$ cat src/rtl/stopwatch_display.sv
// Stopwatch reader: samples binary MM:SS on request, converts to BCD by sequential
// double-dabble, and scans the result onto a 4-digit common-anode 7-segment display.
module stopwatch_display #(
   parameter int unsigned SCAN_DIV = 50000,
   parameter int unsigned PRESC_W  = 16
) (
   input  logic       clk,
   input  logic       reset,
   input  logic [7:0] minutes,
   input  logic [5:0] seconds,
   input  logic       sample_req,
   output logic       busy,
   output logic       done,
   output logic       min_ovf,
   output logic [3:0] an,
   output logic [6:0] seg,
   output logic       dp
);

   typedef enum logic {
      S_IDLE,
      S_CONV
   } state_t;

   state_t r_state;
   state_t w_next;

   logic               r_fin;
   logic               r_pend;
   logic               r_busy;
   logic               r_done;
   logic               r_ovf;
   logic [2:0]         r_cnt;
   logic [19:0]        r_sh_m;
   logic [15:0]        r_sh_s;
   logic [3:0]         r_d3;
   logic [3:0]         r_d2;
   logic [3:0]         r_d1;
   logic [3:0]         r_d0;
   logic [PRESC_W-1:0] r_presc;
   logic [1:0]         r_sel;
   logic [3:0]         r_an;
   logic [6:0]         r_seg;
   logic               r_dp;
   logic               w_capture;
   logic [3:0]         w_digit;

   function automatic logic [3:0] add3(input logic [3:0] n);
      return (n >= 4'd5) ? n + 4'd3 : n;
   endfunction

   function automatic logic [6:0] seg_decode(input logic [3:0] n);
      logic [6:0] s;
      case (n)
         4'd0:    s = 7'b1000000;
         4'd1:    s = 7'b1111001;
         4'd2:    s = 7'b0100100;
         4'd3:    s = 7'b0110000;
         4'd4:    s = 7'b0011001;
         4'd5:    s = 7'b0010010;
         4'd6:    s = 7'b0000010;
         4'd7:    s = 7'b1111000;
         4'd8:    s = 7'b0000000;
         4'd9:    s = 7'b0010000;
         default: s = 7'b1111111;
      endcase
      return s;
   endfunction

   // The completion edge (r_fin set) is an IDLE edge that must not capture.
   assign w_capture = (r_state == S_IDLE) && !r_fin && (sample_req || r_pend);

   always_ff @(posedge clk) begin
      if (reset) r_state <= S_IDLE;
      else       r_state <= w_next;
   end

   always_comb begin
      w_next = r_state;
      case (r_state)
         S_IDLE: if (w_capture) w_next = S_CONV;
         S_CONV: if (r_cnt == 3'd7) w_next = S_IDLE;
         default: w_next = S_IDLE;
      endcase
   end

   // Scratch is {BCD, operand} shifted as one word. Minutes hundreds and seconds tens
   // never reach 5 before a shift, so only the nibbles that can are adjusted.
   always_ff @(posedge clk) begin
      if (reset) begin
         r_fin  <= 1'b0;
         r_pend <= 1'b0;
         r_busy <= 1'b0;
         r_done <= 1'b0;
         r_ovf  <= 1'b0;
         r_cnt  <= '0;
         r_sh_m <= '0;
         r_sh_s <= '0;
         r_d3   <= '0;
         r_d2   <= '0;
         r_d1   <= '0;
         r_d0   <= '0;
      end else begin
         r_done <= 1'b0;
         if (r_busy && sample_req) r_pend <= 1'b1;
         if (w_capture) begin
            r_sh_m <= {12'd0, minutes};
            r_sh_s <= {10'd0, seconds};
            r_cnt  <= '0;
            r_pend <= 1'b0;
            r_busy <= 1'b1;
         end
         if (r_state == S_CONV) begin
            r_sh_m <= {r_sh_m[18:16], add3(r_sh_m[15:12]), add3(r_sh_m[11:8]),
                       r_sh_m[7:0], 1'b0};
            r_sh_s <= {r_sh_s[14:12], add3(r_sh_s[11:8]), r_sh_s[7:0], 1'b0};
            r_cnt  <= r_cnt + 3'd1;
            if (r_cnt == 3'd7) r_fin <= 1'b1;
         end
         if (r_state == S_IDLE && r_fin) begin
            r_fin  <= 1'b0;
            r_d3   <= r_sh_m[15:12];
            r_d2   <= r_sh_m[11:8];
            r_d1   <= r_sh_s[15:12];
            r_d0   <= r_sh_s[11:8];
            r_ovf  <= |r_sh_m[19:16];
            r_done <= 1'b1;
            r_busy <= 1'b0;
         end
      end
   end

   always_comb begin
      w_digit = r_d0;
      case (r_sel)
         2'd0: w_digit = r_d0;
         2'd1: w_digit = r_d1;
         2'd2: w_digit = r_d2;
         2'd3: w_digit = r_d3;
         default: w_digit = r_d0;
      endcase
   end

   always_ff @(posedge clk) begin
      if (reset) begin
         r_presc <= '0;
         r_sel   <= '0;
         r_an    <= 4'b1110;
         r_seg   <= 7'b1000000;
         r_dp    <= 1'b1;
      end else begin
         if (r_presc == PRESC_W'(SCAN_DIV - 1)) begin
            r_presc <= '0;
            r_sel   <= r_sel + 2'd1;
         end else begin
            r_presc <= r_presc + 1'b1;
         end
         r_an  <= ~(4'b0001 << r_sel);
         r_seg <= seg_decode(w_digit);
         r_dp  <= (r_sel != 2'd2);
      end
   end

   assign busy    = r_busy;
   assign done    = r_done;
   assign min_ovf = r_ovf;
   assign an      = r_an;
   assign seg     = r_seg;
   assign dp      = r_dp;

endmodule

$ cat config.mk
export PLATFORM = sky130hd
export DESIGN_NAME = stopwatch_display
export DESIGN_NICKNAME = d
export VERILOG_FILES = /design/src/rtl/stopwatch_display.sv
export SDC_FILE = /design/constraint.sdc
export NUM_CORES = 1
export LEC_CHECK = 0
export BUFFER_PORTS_ARGS = -buffer_cell sky130_fd_sc_hd__buf_4
export CAP_MARGIN = 20
export CORE_MARGIN = 3
export CORE_UTILIZATION = 40
export CTS_CLUSTER_DIAMETER = 150
export DETAILED_ROUTE_END_ITERATION = 12
export MAX_ROUTING_LAYER = met4
export PLACE_DENSITY = 0.54
export SYNTH_ARGS = -nofsm -noshare
export SYNTH_HDL_FRONTEND = slang
export SYNTH_SLANG_ARGS = --single-unit
$ cat constraint.sdc
create_clock -name clk -period 2.35 [get_ports clk]
set_input_delay 0.1175 -clock clk [delete_from_list [all_inputs] [get_ports clk]]
set_output_delay 0.1175 -clock clk [all_outputs]
set_load 0.05 [all_outputs]
==> impl_metrics.py <==
metrics = {
    "critical_path": {
        "crit_buf_inv": 1,
        "critPathSlowestCell": "a222oi_1",
        "critical-path-max-stage-delay_ps": 420,
        "worstSetupEndpointType": "flip-flop",
        "crit_path_cell_trace": "inv_1 > ha_1 > a222oi_1 > mux2i_2 > ha_1 > nand2b_1 > a21oi_1",
        "required_ps": 2640,
        "crit_family": "adder cells",
        "critPathMaxFanout": 8,
        "crit_arrival_ps": 2330,
        "path_common_cell": "ha_1",
        "path_class": "reg2reg",
        "r2r_setup_slack_ps": 310,
        "cp-start-kind": "flip-flop",
    },
    "floorplan": {
        "fp.dieArea_mm2": 0.0108,
        "io_pins": 32,
        "fp.dieW_um": 104,
        "core_area_mm2": 0.00928,
        "die_y_um": 104,
        "start_util": 0.413,
        "placementRows": 35,
    },
    "clocking": {
        "cts_sinks": 90,
        "cts_root_buffer": "clkbuf_8",
        "cts_setup_buffers": 0,
        "cts_buffers": 9,
        "h-tree-depth": 3,
        "clk_latency_ps": 350,
        "cts_resized": 0,
        "tritoncts": "built",
        "postCtsHoldBufs": 0,
        "cts_buffer_depth": 2,
        "clkSlewWorstSetupHoldPaths_ps": 90,
    },
    "timing": {
        "fmax_mhz": 490,
        "fin_tns_setup_ps": 0,
        "max_slew.worst_pin.slew_ps": 893,
        "drv_slew": 0,
        "finalCritPeriodShare": 0.869,
        "setup_viol": 0,
        "finalHoldViolCount": 0,
        "setup_ws_ps": 307,
        "timing.hold.ws_ps": 59.4,
        "skew_ps": 10.7,
        "max-slew-margin-rel": 0.404,
        "period_needed_ps": 2040,
        "rsz0062_at_grt": "false",
    },
    "hold_path": {
        "hp-class": "in2reg",
    },
    "yosys": {
        "yosysWarnings": 0,
        "synth_top_area_cell": "dfxtp_1",
        "synth_nets": 462,
        "synth_edf_count": 0,
        "avgSynthCellArea_um2": 8.97,
        "synthSimpleGateAreaFrac": 0.184,
        "synth_mux_area_frac": 0.0515,
        "ys_ff_latch": 90,
        "synth_common_cells": "dfxtp_1, nor2_1, a21oi_1",
        "synth_top_cell_area_share": 0.469,
        "synth_compound_area_frac": 0.143,
        "synthArstFlopShare": 0,
        "syn_area_mm2": 0.00384,
        "syn-instance-count": 428,
        "synth-seq-area-share": 0.469,
        "synth_most_common_cell": "dfxtp_1",
        "synthXorXnorAreaFrac": 0.0502,
        "synth_top_family_by_area": "simple AND/OR/NAND/NOR gates",
        "synthTopCellsByArea": "dfxtp_1, nor2_1, ha_1, a21oi_1, mux2i_1",
        "synth_ff_type": "dfxtp_1",
        "synth_cell_type_count": 40,
        "synth_fa_ha_area_frac": 0.0554,
    },
    "global_routing": {
        "grt_pass1_vias": 2732,
        "antenna_found_initial": 0,
        "grt_max_degree": 39,
        "met2_usage": 0.225,
        "grt_pass1_wl_um": 13000,
        "grt-ovfl-total": 0,
        "grtUsageMet1": 0.187,
        "grt_use_total": 0.146,
        "use_met3": 0.0335,
        "busiest_layer": "met2",
    },
    "layout": {
        "fill_cells": 944,
        "layout.area.seq_mm2": 0.00180,
        "final_nets": 488,
        "multi_input_area_mm2": 0.00186,
        "drive_above_1_share": 0.135,
        "antennaDiodeCount": 0,
        "areaGrowthSynthToFinish_pct": 14.4,
        "final_area_mm2": 0.00439,
    },
    "routing": {
        "drtAntennaViolNets": 0,
        "drt_iter0_drc": 82,
        "drt_pass1_iterations": 4,
        "drt_wl_total_um": 7330,
        "via_count": 2915,
        "vias_per_cell": 4.96,
        "drc": 0,
        "wire_per_inst_um": 12.5,
    },
    "power": {
        "p_total_mw": 2.74,
        "p_leak_nw": 1.82,
        "ir_drop_v": 0.000302,
        "power.density_mw_per_mm2": 624,
    },
    "outcome": {
        "outcome": "finished, final reports clean",
    },
    "placed_design": {
        "portBuffers": 31,
        "hpwl_um": 4970,
        "gp_congestion": 0.831,
        "place_ws_ps": 302,
        "postPlaceCellArea_mm2": 0.00419,
    },
    "job": {
        "max-cap-violations": 0,
    },
}
final timing paths:
kind | start | to | cells after the start
worst max-delay path | r_sel[1]$_SDFFE_PP0N_ | seg[1]$_SDFF_PP0_ | 7
worst min-delay path | minutes[0] | r_sh_m[0]$_SDFFE_PP0N_ | 3
worst max register to register | r_sel[1]$_SDFFE_PP0N_ | seg[1]$_SDFF_PP0_ | 7
worst min register to register | r_presc[0]$_SDFF_PP0_ | r_presc[0]$_SDFF_PP0_ | 1
kinds of logic (layout without fill, tap and decap cells):
| logic type | Yosys count | after routing |
|---|---|---|
| AND/OR/NAND/NOR | 149 | 149 |
| flip-flops | 90 | 90 |
| AO/OA/AOI/OAI | 86 | 86 |
| buffers and inverters | 45 | 76 |
| XOR/XNOR | 22 | 22 |
| multiplexers | 19 | 19 |
| adder cells (fa/ha/maj) | 17 | 17 |
registers in the layout, indices dropped and copies added (netlist names):
| name | cells |
|---|---|
| r_sh_m | 20 |
| r_presc | 16 |
| r_sh_s | 16 |
| seg | 7 |
| an | 4 |
| r_d0 | 4 |
| r_d1 | 4 |
| r_d2 | 4 |
| r_d3 | 4 |
| r_cnt | 3 |
| r_sel | 2 |
| busy | 1 |
| done | 1 |
| min_ovf | 1 |
| r_fin | 1 |
| r_pend | 1 |
| r_state | 1 |
cell usage in the layout, fill, tap and decap left out, types with 14 or more instances in the layout:
cell	synthesis	routed
dfxtp_1	90	90
nor2_1	74	74
a21oi_1	42	42
buf_4	1	39
and3_1	20	20
inv_1	19	19
a22o_1	17	17
mux2i_1	17	17
ha_1	17	17
xnor2_1	16	16
nand2_1	14	14
per-stage QoR:
step,instances,util
detailed placement,571,0.451
global route,588,0.473
floorplan,428,-
global placement,571,0.451
CTS,587,0.472
finish,588,0.473
worst min-delay path: cells and delay by family:
| family | cells | cell delay [ps] |
|---|---|---|
| buf+inv | 1 | 80 |
| simple gates | 1 | 120 |
| mux | 1 | 50 |
report_power, final:
| group | switching [mW] | internal, mW | leakage [nW] | total, mW |
|---|---|---|---|---|
| Clock | 0.547 | 0.446 | 0.0955 | 0.993 |
| Sequential | 0.0165 | 1.55 | 0.729 | 1.57 |
| Combinational | 0.111 | 0.0705 | 0.998 | 0.181 |
| Total | 0.674 | 2.07 | 1.82 | 2.74 |
cell type report:
type                       instances  share of cell area
tap                              129              0.0368
inverter                          20              0.0171
timing repair buffer              40              0.0693
clock inverter                     5             0.00883
clock buffer                      11              0.0345
multi-input combinational        293               0.423
sequential                        90               0.410
layer usage:
metal  share of wire  routed length [um]
met5               0                   0
met4           0.014                 101
met3           0.044                 326
met2            0.43                3190
met1            0.51                3720
No activity file was read; power rests on OpenSTA's default activity.
